### src/rtl/mystic_pkg.sv
`default_nettype none
// ============================================================================
// Module      : mystic_pkg
// Description : Shared definitions for the divide controller and its
//               operand-preparation helper: op-field bit positions, FSM
//               state encodings, default datapath width and the RV64
//               most-negative constants used by overflow detection.
// Revision    : 1.0 - initial release
// ============================================================================
package mystic_pkg;

  localparam int XLEN_DEF   = 64;

  // req_op_i field positions
  localparam int OP_REM_BIT = 1;
  localparam int OP_UNS_BIT = 0;

  localparam logic [63:0] MOST_NEG_64 = 64'h8000_0000_0000_0000;
  localparam logic [31:0] MOST_NEG_32 = 32'h8000_0000;

  // One-hot controller states
  typedef enum logic [4:0] {
    S_IDLE  = 5'b00001,
    S_ISSUE = 5'b00010,
    S_WAIT  = 5'b00100,
    S_RESP  = 5'b01000,
    S_DRAIN = 5'b10000
  } state_e;

endpackage
`default_nettype wire

### src/rtl/mystic_div_special.sv
`default_nettype none
// ============================================================================
// Module      : mystic_div_special
// Description : Combinational operand preparation and RISC-V special-case
//               resolution for divide-class ops.
// Ports       : unsigned_i      - op is unsigned
//               word_i          - W-form (32-bit) op
//               rs1_i / rs2_i   - raw dividend / divisor
//               upper_o/lower_o - prepared dividend / divisor
//               upper_signed_o / lower_signed_o - operand signedness
//               is_special_o    - divide-by-zero or signed overflow
//               spec_quot_o / spec_rem_o - architectural special results
// Revision    : 1.0 - initial release
// ============================================================================
module mystic_div_special
  import mystic_pkg::*;
#(
  parameter int XLEN = XLEN_DEF
) (
  input  logic            unsigned_i,
  input  logic            word_i,
  input  logic [XLEN-1:0] rs1_i,
  input  logic [XLEN-1:0] rs2_i,
  output logic [XLEN-1:0] upper_o,
  output logic [XLEN-1:0] lower_o,
  output logic            upper_signed_o,
  output logic            lower_signed_o,
  output logic            is_special_o,
  output logic [XLEN-1:0] spec_quot_o,
  output logic [XLEN-1:0] spec_rem_o
);

  localparam logic [XLEN-1:0] c_MOST_NEG   = MOST_NEG_64[63 -: XLEN];
  localparam logic [XLEN-1:0] c_MOST_NEG_W = {{(XLEN-32){1'b1}}, MOST_NEG_32};

  logic            w_signed;
  logic            w_div_zero;
  logic            w_overflow;
  logic [XLEN-1:0] w_most_neg;

  assign w_signed       = !unsigned_i;
  assign upper_signed_o = w_signed;
  assign lower_signed_o = w_signed;

  // W forms: sign-extend for signed ops, zero-extend for unsigned ops
  assign upper_o = word_i ? {{(XLEN-32){w_signed & rs1_i[31]}}, rs1_i[31:0]} : rs1_i;
  assign lower_o = word_i ? {{(XLEN-32){w_signed & rs2_i[31]}}, rs2_i[31:0]} : rs2_i;

  assign w_most_neg = word_i ? c_MOST_NEG_W : c_MOST_NEG;
  assign w_div_zero = (lower_o == '0);
  assign w_overflow = w_signed && (upper_o == w_most_neg) && (lower_o == '1);

  assign is_special_o = w_div_zero || w_overflow;
  assign spec_quot_o  = w_div_zero ? '1 : upper_o;
  assign spec_rem_o   = w_div_zero ? upper_o : '0;

endmodule
`default_nettype wire

### src/rtl/mystic_div_ctrl.sv
`default_nettype none
// ============================================================================
// Module      : mystic_div_ctrl
// Description : Sequencing front-end between execute and the multi-cycle
//               divider core. Resolves special cases locally, keeps a
//               one-entry quotient/remainder cache, handles flush and
//               result back-pressure. One op outstanding at a time.
// Ports       : req_*   - request handshake, op, operands and tag
//               resp_*  - result handshake, data and tag
//               core_*  - start pulse, prepared operands, core results
//               flush_i - squash in-flight op; busy_o - not idle
// Revision    : 1.0 - initial release
// ============================================================================
module mystic_div_ctrl
  import mystic_pkg::*;
#(
  parameter int XLEN     = XLEN_DEF,
  parameter int TAG_W    = 5,
  parameter int CACHE_EN = 1
) (
  input  logic             clk_i,
  input  logic             rstn_i,
  input  logic             req_valid_i,
  output logic             req_ready_o,
  input  logic [1:0]       req_op_i,
  input  logic             req_word_i,
  input  logic [XLEN-1:0]  req_rs1_i,
  input  logic [XLEN-1:0]  req_rs2_i,
  input  logic [TAG_W-1:0] req_tag_i,
  input  logic             flush_i,
  output logic             resp_valid_o,
  input  logic             resp_ready_i,
  output logic [XLEN-1:0]  resp_data_o,
  output logic [TAG_W-1:0] resp_tag_o,
  output logic             busy_o,
  output logic             core_start_o,
  output logic [XLEN-1:0]  core_upper_o,
  output logic [XLEN-1:0]  core_lower_o,
  output logic             core_upper_signed_o,
  output logic             core_lower_signed_o,
  input  logic [XLEN-1:0]  core_quot_i,
  input  logic [XLEN-1:0]  core_rem_i,
  input  logic             core_done_i
);

  state_e           r_state;
  logic             r_out_en;   // keeps req_ready_o low while in reset
  logic             r_op_rem;
  logic             r_word;
  logic [TAG_W-1:0] r_tag;

  logic             r_c_valid;
  logic [XLEN-1:0]  r_c_upper;
  logic [XLEN-1:0]  r_c_lower;
  logic             r_c_signed;
  logic             r_c_word;
  logic [XLEN-1:0]  r_c_quot;
  logic [XLEN-1:0]  r_c_rem;

  logic [XLEN-1:0]  w_upper;
  logic [XLEN-1:0]  w_lower;
  logic             w_upper_signed;
  logic             w_lower_signed;
  logic             w_special;
  logic [XLEN-1:0]  w_spec_quot;
  logic [XLEN-1:0]  w_spec_rem;
  logic             w_hit;
  logic             w_accept;

  function automatic logic [XLEN-1:0] fmt_result(input logic word, input logic [XLEN-1:0] val);
    return word ? {{(XLEN-32){val[31]}}, val[31:0]} : val;
  endfunction

  mystic_div_special #(.XLEN(XLEN)) u_special (
    .unsigned_i     (req_op_i[OP_UNS_BIT]),
    .word_i         (req_word_i),
    .rs1_i          (req_rs1_i),
    .rs2_i          (req_rs2_i),
    .upper_o        (w_upper),
    .lower_o        (w_lower),
    .upper_signed_o (w_upper_signed),
    .lower_signed_o (w_lower_signed),
    .is_special_o   (w_special),
    .spec_quot_o    (w_spec_quot),
    .spec_rem_o     (w_spec_rem)
  );

  generate
    if (CACHE_EN != 0) begin : g_cache
      assign w_hit = r_c_valid && (r_c_upper == w_upper) && (r_c_lower == w_lower) &&
                     (r_c_signed == w_upper_signed) && (r_c_word == req_word_i);
    end else begin : g_no_cache
      assign w_hit = 1'b0;
    end
  endgenerate

  assign req_ready_o = r_out_en && (r_state == S_IDLE) && !flush_i;
  assign busy_o      = (r_state != S_IDLE);
  assign w_accept    = req_valid_i && req_ready_o;

  always_ff @(posedge clk_i or negedge rstn_i) begin
    if (!rstn_i) begin
      r_state             <= S_IDLE;
      r_out_en            <= 1'b0;
      r_op_rem            <= 1'b0;
      r_word              <= 1'b0;
      r_tag               <= '0;
      r_c_valid           <= 1'b0;
      r_c_upper           <= '0;
      r_c_lower           <= '0;
      r_c_signed          <= 1'b0;
      r_c_word            <= 1'b0;
      r_c_quot            <= '0;
      r_c_rem             <= '0;
      resp_valid_o        <= 1'b0;
      resp_data_o         <= '0;
      resp_tag_o          <= '0;
      core_start_o        <= 1'b0;
      core_upper_o        <= '0;
      core_lower_o        <= '0;
      core_upper_signed_o <= 1'b0;
      core_lower_signed_o <= 1'b0;
    end else begin
      r_out_en     <= 1'b1;
      core_start_o <= 1'b0;
      case (r_state)
        S_IDLE: begin
          if (w_accept) begin
            r_op_rem <= req_op_i[OP_REM_BIT];
            r_word   <= req_word_i;
            r_tag    <= req_tag_i;
            if (w_special) begin
              resp_data_o  <= fmt_result(req_word_i,
                                req_op_i[OP_REM_BIT] ? w_spec_rem : w_spec_quot);
              resp_tag_o   <= req_tag_i;
              resp_valid_o <= 1'b1;
              r_state      <= S_RESP;
            end else if (w_hit) begin
              resp_data_o  <= fmt_result(req_word_i,
                                req_op_i[OP_REM_BIT] ? r_c_rem : r_c_quot);
              resp_tag_o   <= req_tag_i;
              resp_valid_o <= 1'b1;
              r_state      <= S_RESP;
            end else begin
              core_upper_o        <= w_upper;
              core_lower_o        <= w_lower;
              core_upper_signed_o <= w_upper_signed;
              core_lower_signed_o <= w_lower_signed;
              core_start_o        <= 1'b1;
              r_state             <= S_ISSUE;
            end
          end
        end
        S_ISSUE: begin
          r_state <= flush_i ? S_DRAIN : S_WAIT;
        end
        S_WAIT: begin
          if (flush_i) begin
            // A completion coinciding with the flush is already consumed,
            // so draining would wait for a pulse that never comes.
            r_state <= core_done_i ? S_IDLE : S_DRAIN;
          end else if (core_done_i) begin
            resp_data_o  <= fmt_result(r_word, r_op_rem ? core_rem_i : core_quot_i);
            resp_tag_o   <= r_tag;
            resp_valid_o <= 1'b1;
            r_c_valid    <= 1'b1;
            r_c_upper    <= core_upper_o;
            r_c_lower    <= core_lower_o;
            r_c_signed   <= core_upper_signed_o;
            r_c_word     <= r_word;
            r_c_quot     <= core_quot_i;
            r_c_rem      <= core_rem_i;
            r_state      <= S_RESP;
          end
        end
        S_RESP: begin
          if (flush_i || resp_ready_i) begin
            resp_valid_o <= 1'b0;
            r_state      <= S_IDLE;
          end
        end
        S_DRAIN: begin
          if (core_done_i) begin
            r_state <= S_IDLE;
          end
        end
        default: begin
          resp_valid_o <= 1'b0;
          r_state      <= S_IDLE;
        end
      endcase
    end
  end

endmodule
`default_nettype wire

### config.mk
export PLATFORM = sky130hd
export DESIGN_NAME = mystic_div_ctrl
export DESIGN_NICKNAME = d
export VERILOG_FILES = /design/src/rtl/mystic_pkg.sv /design/src/rtl/mystic_div_special.sv /design/src/rtl/mystic_div_ctrl.sv
export SDC_FILE = /design/constraint.sdc
export NUM_CORES = 1
export LEC_CHECK = 0
export BUFFER_PORTS_ARGS = -buffer_cell sky130_fd_sc_hd__buf_2
export CAP_MARGIN = 20
export CORE_ASPECT_RATIO = 1.75
export CORE_MARGIN = 3
export CORE_UTILIZATION = 55
export CTS_CLUSTER_DIAMETER = 150
export DETAILED_ROUTE_END_ITERATION = 7
export GPL_TIMING_DRIVEN = 0
export PLACE_DENSITY = 0.92
export SYNTH_ARGS = -nofsm -noshare
export SYNTH_HDL_FRONTEND = slang
export SYNTH_SLANG_ARGS = --single-unit
### constraint.sdc
create_clock -name clk_i -period 3.9 [get_ports clk_i]
set_clock_uncertainty 0.2 [all_clocks]
set_input_delay 0.585 -clock clk_i [delete_from_list [all_inputs] [get_ports clk_i]]
set_output_delay 0.585 -clock clk_i [all_outputs]
set_load 0.005 [all_outputs]
---- Word level (Yosys, flattened, before mapping) ----
Cells that the tools add are included.
word-level totals
  word-level logic and storage cells ...... 110
  flip-flop bits (word level) ............. 472
  output and inout port bits .............. 203
  input bits .............................. 270
operators by class
  equality and inequality tests ........... 19
  reductions and logical operators ........ 22
  mux-type cells .......................... 44
  bitwise gates (word level) .............. 6
operator list
  operator                                                          count
  64-bit 2-to-1 mux                                                 15
  64-bit == test                                                    3
  64-bit one-hot mux with 2 select lines                            1
  64-bit == test (second input constant)                            1
  64-bit logical NOT                                                1
  63-bit 2-to-1 mux                                                 1
  5-bit 2-to-1 mux                                                  12
  5-bit one-hot mux with 5 select lines                             1
  1-bit 2-to-1 mux                                                  10
  2-bit != test (second input constant)                             5
  5-bit one-hot mux with 2 select lines                             1
  1-bit logical AND                                                 9
  4-bit 2-to-1 mux                                                  2
  4-bit AND reduction                                               2
  6-bit AND reduction                                               1
  5-bit by 1-bit == test with 1-bit output (second input constant)  1
  5-bit by 2-bit == test with 1-bit output (second input constant)  1
  5-bit by 3-bit == test with 1-bit output (second input constant)  1
  5-bit by 4-bit == test with 1-bit output (second input constant)  1
  5-bit == test (second input constant)                             1
  5-bit by 1-bit != test with 1-bit output (second input constant)  1
  5-bit AND reduction                                               1
  1-bit inverter                                                    4
  1-bit one-hot mux with 4 select lines                             1
  other kinds (10)                                                  14

---- Logic depth before layout (Yosys ltp) ----
Gate-level depths: netlist of run 1.
  word-level depth ........................ 12
  gate-level depth with buffers ........... 14

---- By module ----
From an unflattened synthesis of run 1, not the netlist that was laid out.
second synthesis, totals
  cells, all modules ...................... 2,697
  area, all modules ....................... 25,192.9 um^2
by module, submodules not included
  module              times used  area an instance (um^2)  cells each
  mystic_div_ctrl     1           22,937.0                 2,239
  mystic_div_special  1           2,255.9                  458

---- Least setup slack after synthesis of run 1 ----
No wires, ideal clock.
  path kind ............................... input to register
  from .................................... in req_rs1_i[31]
  to ...................................... reg resp_data_o[47]
  data required time ...................... 3.575 ns
  path buffers ............................ 2
  arrival ................................. 3.038 ns
  stages on the path ...................... 10
  path slack .............................. 0.538 ns
  cell sequence ........................... buf_2 > a22o_1 > a2111oi_0 > o2111ai_1 > or4_1 > nor4_2 > a21oi_2 > o21ai_2 > buf_4 > mux2_2
on the way
  word-level cells in the longest chain between the ends .. 9
  elaborated cells between the ends (all ways) .. 20
  classes of those cells .................. 3 x eq/ne; 8 x mux; 1 x bitwise; 8 x reduce/logical
RTL lines
  item                                                                                                   RTL line                                         text
  from (decl)                                                                                            mystic_div_ctrl.sv:27                            input logic [XLEN-1:0] req_rs1_i,
  1-bit bitwise AND                                                                                      mystic_div_special.sv:46                         assign upper_o = word_i ? {{(XLEN-32){w_signed & rs1_i[31]}}, rs1_i[31:0]} : rs1_i;
  64-bit 2-to-1 mux *                                                                                    mystic_div_special.sv:46
  64-bit == test (on tied branches)                                                                      mystic_div_ctrl.sv:90, mystic_div_special.sv:51
  1-bit logical AND (on tied branches) (2 in series)                                                     mystic_div_ctrl.sv:90, mystic_div_special.sv:51
  1-bit logical AND / 1-bit logical OR (equally long branches)                                           mystic_div_ctrl.sv:90, mystic_div_special.sv:53
  1-bit logical AND / 64-bit 2-to-1 mux (equally long branches)                                          mystic_div_ctrl.sv:91, mystic_div_ctrl.sv:132
  3-bit by 2-bit != test with 1-bit output (no source line) / 64-bit 2-to-1 mux (equally long branches)  -
  5-bit AND reduction (no source line) / 64-bit one-hot mux with 2 select lines (equally long branches)  -
  to (signal assigned)                                                                                   mystic_div_ctrl.sv:133                           resp_data_o <= fmt_result(req_word_i,
  to (signal assigned)                                                                                   mystic_div_ctrl.sv:139                           resp_data_o <= fmt_result(req_word_i,
  to (signal assigned)                                                                                   mystic_div_ctrl.sv:163                           resp_data_o <= fmt_result(r_word, r_op_rem ? core_rem_i : core_quot_i);
  to (decl)                                                                                              mystic_div_ctrl.sv:33                            output logic [XLEN-1:0] resp_data_o,
Mark *: on every way between the ends. The rest lies on a longest branch, timed or not. The select of a mux whose other input is x is not followed.
A chain may end at the register's enable or synchronous reset.

---- Final worst setup path of run 1 ----
  from .................................... in req_rs1_i[54]
  to ...................................... reg resp_data_o[57]
on the way
  word-level cells in the longest chain between the ends .. 8
  elaborated cells between the ends (all ways) .. 15
  classes of those cells .................. 3 x eq/ne; 4 x mux; 8 x reduce/logical
RTL lines
  item                                                                                                   RTL line
  64-bit 2-to-1 mux *                                                                                    mystic_div_special.sv:46
  64-bit == test (on tied branches)                                                                      mystic_div_ctrl.sv:90, mystic_div_special.sv:51
  1-bit logical AND (on tied branches) (2 in series)                                                     mystic_div_ctrl.sv:90, mystic_div_special.sv:51
  1-bit logical AND / 1-bit logical OR (equally long branches)                                           mystic_div_ctrl.sv:90, mystic_div_special.sv:53
  1-bit logical AND / 64-bit 2-to-1 mux (equally long branches)                                          mystic_div_ctrl.sv:91, mystic_div_ctrl.sv:132
  3-bit by 2-bit != test with 1-bit output (no source line) / 64-bit 2-to-1 mux (equally long branches)  -
  5-bit AND reduction (no source line) / 64-bit one-hot mux with 2 select lines (equally long branches)  -
Marks and branches as above.

==> impl_metrics.json, run 1 <==
{
  "intPower_mw": 10.1,
  "combPwrFrac": 0.241,
  "worst-path-max-fanout": 10,
  "p_leak_nw": 14.5,
  "netlist_instances": 2150,
  "fmax_mhz": 251,
  "synthMostInstantiatedCell": "dfrtp_1",
  "clk_path_buf_depth": 3,
  "utilization": 0.672,
  "r2r_cells": 11,
  "dr.pass1.iters": 8,
  "crit_path_end_kind": "register",
  "required_ns": 4.16,
  "h-tree-depth": 2,
  "antenna_found_initial": 20,
  "violations": "setup timing",
  "cts_buffers": 44,
  "pin_count": 473,
  "gp_congestion": 0.977,
  "vias_per_cell": 6.38,
  "io_buffers": 471,
  "root_buffer": "clkbuf_16",
  "synthArstFlopShare": 1.00,
  "cp.arrival_ns": 4.23,
  "totalWireLength_um": 89600,
  "worst-path-stages": 11,
  "setup_ws_ns": -0.0765,
  "power_mw": 14.8,
  "wl_per_cell_um": 27.3,
  "ys_warn_count": 0,
  "avgSynthCellArea_um2": 11.2,
  "fp.dieArea_um2": 46300,
  "cts_sinks": 472,
  "instances_no_fill": 3282,
  "grt_pass1_vias": 21600,
  "post-route-period-util": 1.02,
  "top_layer": "met5",
  "grt_max_degree": 125,
  "power_frac_clock": 0.310,
  "max_stage_delay_ns": 0.58,
  "seq_area_frac_synth": 0.492,
  "track_usage": 0.376,
  "outcome": "finished with violations",
  "synth_mux_area_frac": 0.261,
  "tightestPinTransition_ns": 1.07,
  "synth_simple_gate_area_frac": 0.0827,
  "maxSlewHeadroom": 0.288,
  "vias": 20900,
  "slowest_stage": "a31oi_2",
  "fin_area_um2": 28900,
  "crit_family": "simple AND/OR/NAND/NOR gates",
  "route.met2.wl_um": 44000,
  "synthAdderAreaFrac": 0.00375,
  "synth_area_um2": 24000,
  "dpl.cell_count": 3186,
  "final.min_clock_period_ns": 3.98,
  "layout-drive-gt1-share": 0.364,
  "synth_common_cells": "dfrtp_1 (471), mux2_2 (386), mux2i_1 (175)",
  "synth_top_family_by_area": "multiplexers",
  "seq_power_share": 0.449,
  "path_class": "in -> reg",
  "coreArea_um2": 42900,
  "synth_xor_area_frac": 0.0302,
  "tritoncts": "built",
  "critPathBufInv": 2,
  "rrSetupSlack_ns": 0.08,
  "ir_worst_vdd_uv": 416,
  "die_x_um": 164,
  "drt-met1-wl_um": 29700,
  "clk_latency_ns": 0.58,
  "synthFlopType": "dfrtp_1",
  "start_kind": "input pin",
  "syn_to_final_growth_pct": 20.1,
  "whs_path_depth": 3,
  "synthTopCellsByArea": "dfrtp_1 (49%), mux2_2 (18%), mux2i_1 (7.3%), o21ai_0 (3.6%), xor2_1 (1.9%)",
  "synth_edf_count": 0,
  "std_cell_rows": 100,
  "synth_seq_cells": 472,
  "clk_pin_slew_ns": 0.07,
  "synth_top_area_share": 0.490,
  "dp_hpwl_um": 68600,
  "wl_met3_um": 7270,
  "start_util": 0.560,
  "yosysUniqueCellTypes": 67,
  "dp_worst_setup_slack_ns": -0.886,
  "grt_pass1_wl_um": 131000,
  "slew_violations": 0,
  "drtIter0Drc": 1993,
  "route.detailed.drc": 0,
  "finalHoldViolCount": 0,
  "grt_overflow": 0,
  "cap_violations": 0,
  "crit_chain": "buf_2 -> nor4_1 -> nand4_1 -> nor4_1 -> o2111a_1 -> or2_1 -> buf_2 -> nand2_1 -> a31oi_2 -> a21oi_1 -> mux2_1",
  "hold_class": "in -> reg",
  "p_sw_frac": 0.316,
  "yosysTopAreaCell": "dfrtp_1",
  "setup_viol": 3,
  "netSwitchingPower_mw": 4.67,
  "nNetsFinal": 2946,
  "die_h_um": 283,
  "power_density_nw_per_um2": 512,
  "syn_nets": 2420,
  "postRouteAntennaNets": 0,
  "placed_area_um2": 27200,
  "synth_compound_area_frac": 0.0881,
  "setup_tns_ns": -0.146,
  "hold_slack_ns": 0.0338
}
-- routing by layer --
layer  vias to the layer above  global-route usage
met5                         -                   0
met4                         8               0.281
met3                       436              0.0709
met2                      1354               0.648
met1                     10400               0.409
li1                       8772                   -
-- placed cells by master (no fill, tap or decap), types with 5 or more instances in the layout --
cell type and instances:
inv_1 116, o21ai_0 173, mux2_2 386, clkinv_2 6, mux2_1 16, a311oi_1 8, clkbuf_2 5, nor2b_1 11
buf_1 11, nand4_1 30, buf_4 24, dfrtp_1 471, xnor2_1 30, xor2_1 53, nand2b_1 12, a31oi_1 16
or4_1 6, nor3_1 14, a21oi_1 72, clkbuf_1 92, o22ai_1 38, buf_2 483, diode_2 16, o221ai_1 10
nor4bb_1 11, and4b_1 5, bufinv_16 7, maj3_1 9, mux2i_1 175, nor4_1 46, nand2_1 118, nor2_1 105
nand3_1 12, clkbuf_16 44
-- state kept, by name, indices dropped and copies added, names as in the netlist --
name / flops
core_start_o: 1
r_c_valid: 1
r_c_rem: 64
resp_tag_o: 5
r_out_en: 1
r_state: 5
r_tag: 5
core_lower_o: 64
r_word: 1
resp_data_o: 64
r_c_word: 1
r_op_rem: 1
core_lower_signed_o: 1
r_c_quot: 64
core_upper_o: 64
r_c_lower: 64
resp_valid_o: 1
r_c_upper: 64
r_c_signed: 1
-- worst register-to-register path, cell delays in order (launching register included) --
cell and delay [ns]:
dfrtp_1 0.43, nor4bb_1 0.31, a31oi_1 0.08, o211ai_1 0.47, nand4b_1 0.23, or4_4 0.50
nor4_4 0.32, a21oi_4 0.16, nand2_1 0.15, buf_4 0.23, buf_4 0.24, mux2_2 0.38
-- kinds of logic after synthesis --
kind of cell	count (synthesis)
AO/OA/AOI/OAI	364
AND/OR/NAND/NOR	397
adder cells (fa/ha/maj)	9
flip-flops	472
buffers and inverters	247
other	1
XOR/XNOR	83
multiplexers	577
-- final timing paths --
kind                                    start               end
worst min-delay path             req_tag_i[4]          r_tag[4]
worst min register to register      r_c_valid         r_c_valid
worst max register to register  r_c_upper[39]  core_lower_o[32]
min in group asynchronous              rstn_i  core_lower_o[52]
max in group asynchronous              rstn_i   resp_data_o[38]
worst max-delay path            req_rs1_i[54]   resp_data_o[57]
-- timing repair --
action	4_1_cts	5_1_grt
resized for setup	7	16
endpoints found under the setup margin	187	165
pin swaps	0	1
endpoints found under the hold margin	43	0
setup buffers	2	3
hold buffers	1	0
-- final cells by class --
class	count	area, um^2
fillers	3158	14100
inverters	117	439
clock inverters	16	289
flip-flops and latches	472	11800
clock buffers	59	1200
plain buffers	129	578
repair buffers	481	2520
diodes	16	40.0
well taps	561	702
multi-input cells	1431	11300
-- power by group through the flow --
stage / logic (mW) / clock network, mW / registers [mW]
CTS: 3.52 / 4.60 / 6.58
floorplan: 1.62 / 0 / 6.49
detailed placement: 3.49 / 0 / 6.65
finish: 3.56 / 4.58 / 6.62
global placement: 3.36 / 0 / 6.57
global route: 3.78 / 4.78 / 6.70
Note: power is estimated with default switching activity, not from simulation.
==> run 2: changes to the inputs <==
Settings changed: CORE_UTILIZATION 55 to 56, PLACE_DENSITY 0.92 to 0.93, SLEW_MARGIN set to 20.
==> run 2 against run 1 <==
- the run now ends clean
- critical path type is now reg -> reg
- critical path depth is the same
- global-route usage up 0.95 points
- flip-flop and latch count unchanged
- die area decreased by 1.7%
- non-clock buffer count fell by 1
- register-to-register slack worse by 0.03 ns
- count of clock-buffer cells in the layout grew 1
- combinational power about the same
- power is 0.57% lower
- maximum frequency increased by 3.3%
- final cell count is essentially flat
==> impl_metrics.json, run 2 (synthesis gave the netlist of run 1 again) <==
{
  "fin_area_um2": 28900,
  "ir_worst_vdd_uv": 374,
  "r2r_cells": 11,
  "track_usage": 0.386,
  "post-route-period-util": 0.987,
  "final.min_clock_period_ns": 3.85,
  "rsz0062_at_grt": "false",
  "layout_commonest_cell": "buf_2",
  "worst_hold_startpoint": "req_tag_i[1]",
  "antenna_found_initial": 19,
  "h-tree-depth": 2,
  "hold_class": "in -> reg",
  "finalHoldViolCount": 0,
  "crit_chain": "nor2b_1 -> a2111oi_1 -> o2111ai_1 -> a2111oi_0 -> nand4_1 -> and4b_1 -> a21oi_4 -> nand2_1 -> buf_4 -> buf_4 -> mux2_2",
  "cts_buffers": 44,
  "grt_overflow": 0,
  "clk_latency_ns": 0.58,
  "grt_max_degree": 101,
  "p_leak_nw": 14.5,
  "tritoncts": "built",
  "power_mw": 14.7,
  "cap_violations": 0,
  "hold_slack_ns": 0.0298,
  "worst-path-stages": 11,
  "postRouteAntennaNets": 0,
  "drtIter0Drc": 1972,
  "ff_latch_area_um2": 11800,
  "gp_congestion": 0.984,
  "syn_to_final_growth_pct": 20.1,
  "clk_pin_slew_ns": 0.07,
  "route.detailed.drc": 0,
  "critPathMostFrequentCell": "buf_4",
  "required_ns": 4.16,
  "totalWireLength_um": 90600,
  "cp.arrival_ns": 4.11,
  "die_h_um": 280,
  "reg2reg_to": "core_lower_o[56]",
  "mostFrequentLayoutCells": "buf_2 (482), dfrtp_1 (471), mux2_2 (386), mux2i_1 (175), o21ai_0 (172)",
  "reg2reg_from": "r_c_lower[3]",
  "multi_input_area_um2": 11300,
  "dr.pass1.iters": 6,
  "critPathBufInv": 2,
  "crit_family": "compound AO/OA/AOI/OAI gates",
  "maxSlewHeadroom": 0.273,
  "vias": 20900,
  "pin_count": 473,
  "placed_area_um2": 27200,
  "rrSetupSlack_ns": 0.05,
  "start_util": 0.572,
  "layout-drive-gt1-share": 0.367,
  "wl_per_cell_um": 27.6,
  "critical_path.startpoint": "r_c_lower[3]",
  "die_x_um": 163,
  "path_class": "reg -> reg",
  "grt_pass1_vias": 21300,
  "cts_sinks": 472,
  "outcome": "finished, final reports clean",
  "tightestPinTransition_ns": 1.09,
  "root_buffer": "clkbuf_16",
  "std_cell_rows": 99,
  "fmax_mhz": 260,
  "io_buffers": 471,
  "crit_path_end_kind": "register",
  "clk_path_buf_depth": 3,
  "slew_violations": 0,
  "max_stage_delay_ns": 0.66,
  "cp-endpoint": "core_lower_o[56]",
  "dp_hpwl_um": 68700,
  "fp.dieArea_um2": 45500,
  "fill_cells": 3083,
  "slowest_stage": "a2111oi_1",
  "worst-path-max-fanout": 10,
  "instances_no_fill": 3284,
  "setup_viol": 0,
  "coreArea_um2": 42000,
  "start_kind": "register",
  "grt_pass1_wl_um": 132000,
  "nNetsFinal": 2945,
  "power_density_nw_per_um2": 508,
  "dpl.cell_count": 3181,
  "vias_per_cell": 6.35
}
run 2: cell count changes in the layout (fill, tap and decap cells not counted), sizes merged:
cell and change:
buf -2, bufinv -4, clkbuf +2, clkinv +6, clkinvlp +2, diode +4
run 2: stage by stage:
step	util	worst slack (ns)	TNS, ns
after floorplan	-	0.538	0
after global placement	0.645	-7.10	-3464.68
after detailed placement	0.649	-1.02	-154.13
after CTS	0.685	0.0254	0
after global routing	0.687	0.00165	0
final	0.688	0.0496	0
run 2: per-layer routing:
metal | share of wire | vias up | track usage
met3 | 0.077 | 399 | 0.0733
met4 | 0.085 | 2 | 0.261
met1 | 0.34 | 10400 | 0.428
li1 | - | 8768 | -
met5 | 0.00020 | - | 0
met2 | 0.50 | 1291 | 0.667
run 2: area by class of cell:
cell class | instances | area share
sequential | 472 | 0.409
tap | 555 | 0.0240
timing repair buffer | 480 | 0.0879
multi-input combinational | 1431 | 0.391
buffer | 129 | 0.0201
inverter | 117 | 0.0152
clock buffer | 60 | 0.0433
clock inverter | 20 | 0.00754
antenna | 20 | 0.00173
run 2: where the power goes:
group	switching, mW	internal (mW)
combinational	1.89	1.66
clock	2.02	2.47
sequential	0.829	5.81
total	4.74	9.94
run 2: worst min-delay path by stage:
stage                      end  slack [ns]  cells after the start
2_1_floorplan  core_lower_o[0]        0.09                      0
4_1_cts               r_tag[1]        0.01                      3
3_3_place_gp         r_c_valid        0.26                      1
6_report              r_tag[1]        0.03                      3
3_5_place_dp          r_tag[3]        0.26                      2
5_1_grt               r_tag[0]        0.03                      3
run 2: what timing repair did:
item                       4_1_cts  5_1_grt
buffers inserted                 0        3
hold endpoints to repair        55        0
gates resized for setup         13       12
setup endpoints to repair      199      199
cloned                           0        0
pin swaps                        0        2
hold buffers                     1        0
run 2: worst min-delay path, cell delays in order:
cell and delay (ns):
buf_2 0.09, nand2_1 0.05, nand2_1 0.05
==> run 3: changes to the inputs <==
Settings changed: HOLD_SLACK_MARGIN set to 0.06.
Clock period 3.9 ns to 4.1 ns, I/O delays scaled along.
==> run 3 against run 2 <==
- first-iteration DRC count is 1.1% higher
- worst hold slack improved by 0.052 ns
- non-clock buffer count rose by 7
- via count about the same
- power is 4.9% lower
- sequential share of layout area hardly changed
- highest routed layer unchanged
==> impl_metrics.json, run 3 (synthesis gave the netlist of run 1 again) <==
{
  "outcome": "finished, final reports clean",
  "fin_area_um2": 28900,
  "hold_class": "in -> reg",
  "power_density_nw_per_um2": 483,
  "track_usage": 0.385,
  "nNetsFinal": 2952,
  "layout-drive-gt1-share": 0.365,
  "start_kind": "register",
  "r2r_cells": 11,
  "grt_overflow": 0,
  "clk_latency_ns": 0.58,
  "cts_buffers": 44,
  "finalHoldViolCount": 0,
  "required_ns": 4.35,
  "slew_violations": 0,
  "io_buffers": 471,
  "grt_pass1_wl_um": 132000,
  "start_util": 0.572,
  "h-tree-depth": 2,
  "clk_path_buf_depth": 3,
  "power_frac_clock": 0.305,
  "mostFrequentLayoutCells": "buf_2 (483), dfrtp_1 (471), mux2_2 (386), mux2i_1 (175), o21ai_0 (173)",
  "intPower_mw": 9.46,
  "setup_ws_ns": 0.0357,
  "grt_max_degree": 101,
  "die_x_um": 163,
  "vias_per_cell": 6.34,
  "final.min_clock_period_ns": 4.06,
  "path_class": "reg -> reg",
  "tightestPinTransition_ns": 1.14,
  "fill_cells": 3077,
  "grt_pass1_vias": 21400,
  "die_h_um": 280,
  "cp.arrival_ns": 4.32,
  "dp_hpwl_um": 68700,
  "seq_power_share": 0.452,
  "coreArea_um2": 42000,
  "drtIter0Drc": 1993,
  "placed_area_um2": 27200,
  "layout_commonest_cell": "buf_2",
  "clk_pin_slew_ns": 0.06,
  "tritoncts": "built",
  "rsz0062_at_grt": "false",
  "postRouteAntennaNets": 0,
  "worst-path-max-fanout": 10,
  "cap_violations": 0,
  "crit_path_end_kind": "register",
  "syn_to_final_growth_pct": 20.2,
  "whs_path_depth": 2,
  "maxSlewHeadroom": 0.238,
  "root_buffer": "clkbuf_16",
  "vias": 20800,
  "fmax_mhz": 246,
  "fp.dieArea_um2": 45500,
  "post-route-period-util": 0.991,
  "cts_sinks": 472,
  "pin_count": 473,
  "p_leak_nw": 14.5,
  "dp_worst_setup_slack_ns": -0.852,
  "route.detailed.drc": 0,
  "dr.pass1.iters": 6,
  "gp_congestion": 0.984,
  "setup_viol": 0,
  "totalWireLength_um": 90400,
  "netSwitchingPower_mw": 4.50,
  "ir_worst_vdd_uv": 360,
  "std_cell_rows": 99,
  "wl_per_cell_um": 27.5,
  "combPwrFrac": 0.242,
  "p_sw_frac": 0.322,
  "antenna_found_initial": 19
}
==> run 3: cell types whose count changed in the layout (fill, tap and decap cells not counted), sizes merged <==
cell         delta
buf             +2
clkbuf          -1
dlygate4sd3     +6
diode           -3
==> run 3: cell type report <==
class	instances	area, um^2	share of cell area
plain buffers	129	578	0.0200
diodes	17	42.5	0.00147
well taps	555	694	0.0240
inverters	117	439	0.0152
multi-input cells	1431	11200	0.389
flip-flops and latches	472	11800	0.409
repair buffers	487	2610	0.0902
clock inverters	20	218	0.00754
clock buffers	60	1250	0.0433
==> run 3: layer usage <==
metal,global-route usage,routed length (um),up-vias
met5,0,18,-
met4,0.261,7310,2
li1,-,-,8779
met3,0.0716,7090,377
met1,0.427,30600,10400
met2,0.666,45400,1290
==> run 3: power by group through the flow <==
stage	combinational [mW]	sequential, mW	clock, mW
after floorplan	1.54	6.17	0
after CTS	3.34	6.26	4.27
final	3.38	6.31	4.26
after detailed placement	3.31	6.34	0
after global placement	3.19	6.27	0
after global routing	3.58	6.37	4.45
==> run 3: critical path, stage by stage (launching register included) <==
cell       delay (ns)
dfrtp_1          0.40
xor2_1           0.18
nor4_1           0.45
nand4_1          0.28
a2111oi_0        0.64
nand4_1          0.24
and4b_1          0.34
a21oi_2          0.16
nand2_1          0.18
buf_4            0.25
buf_4            0.25
mux2_2           0.36
==> run 3: timing repair <==
action	CTS	global route
buffers inserted	0	4
cloned	0	0
setup endpoints to repair	118	153
hold buffers	7	0
gates resized for setup	4	11
hold endpoints to repair	61	0
==> run 3: stage by stage <==
| step | hold WS (ns) | power, mW | std cells | util | TNS, ns |
|---|---|---|---|---|---|
| after detailed placement | 0.263 | 9.65 | 3181 | 0.649 | -119.84 |
| after floorplan | 0.119 | 7.71 | 2150 | - | 0 |
| final | 0.0820 | 14.0 | 3288 | 0.688 | 0 |
| after CTS | 0.0644 | 13.9 | 3268 | 0.685 | 0 |
| after global routing | 0.0791 | 14.4 | 3285 | 0.688 | 0 |
| after global placement | 0.259 | 9.46 | 3176 | 0.645 | -3350.14 |
==> run 3: worst paths after layout <==
path | from | to | slack, ns
max in group asynchronous | rstn_i | resp_data_o[54] | 2.02
setup / recovery | r_c_lower[21] | core_lower_o[56] | 0.04
min in group asynchronous | rstn_i | core_lower_o[43] | 0.36
hold / removal | core_rem_i[30] | r_c_rem[30] | 0.08
hold reg to reg | r_tag[3] | r_tag[3] | 0.28
setup reg to reg | r_c_lower[21] | core_lower_o[56] | 0.04
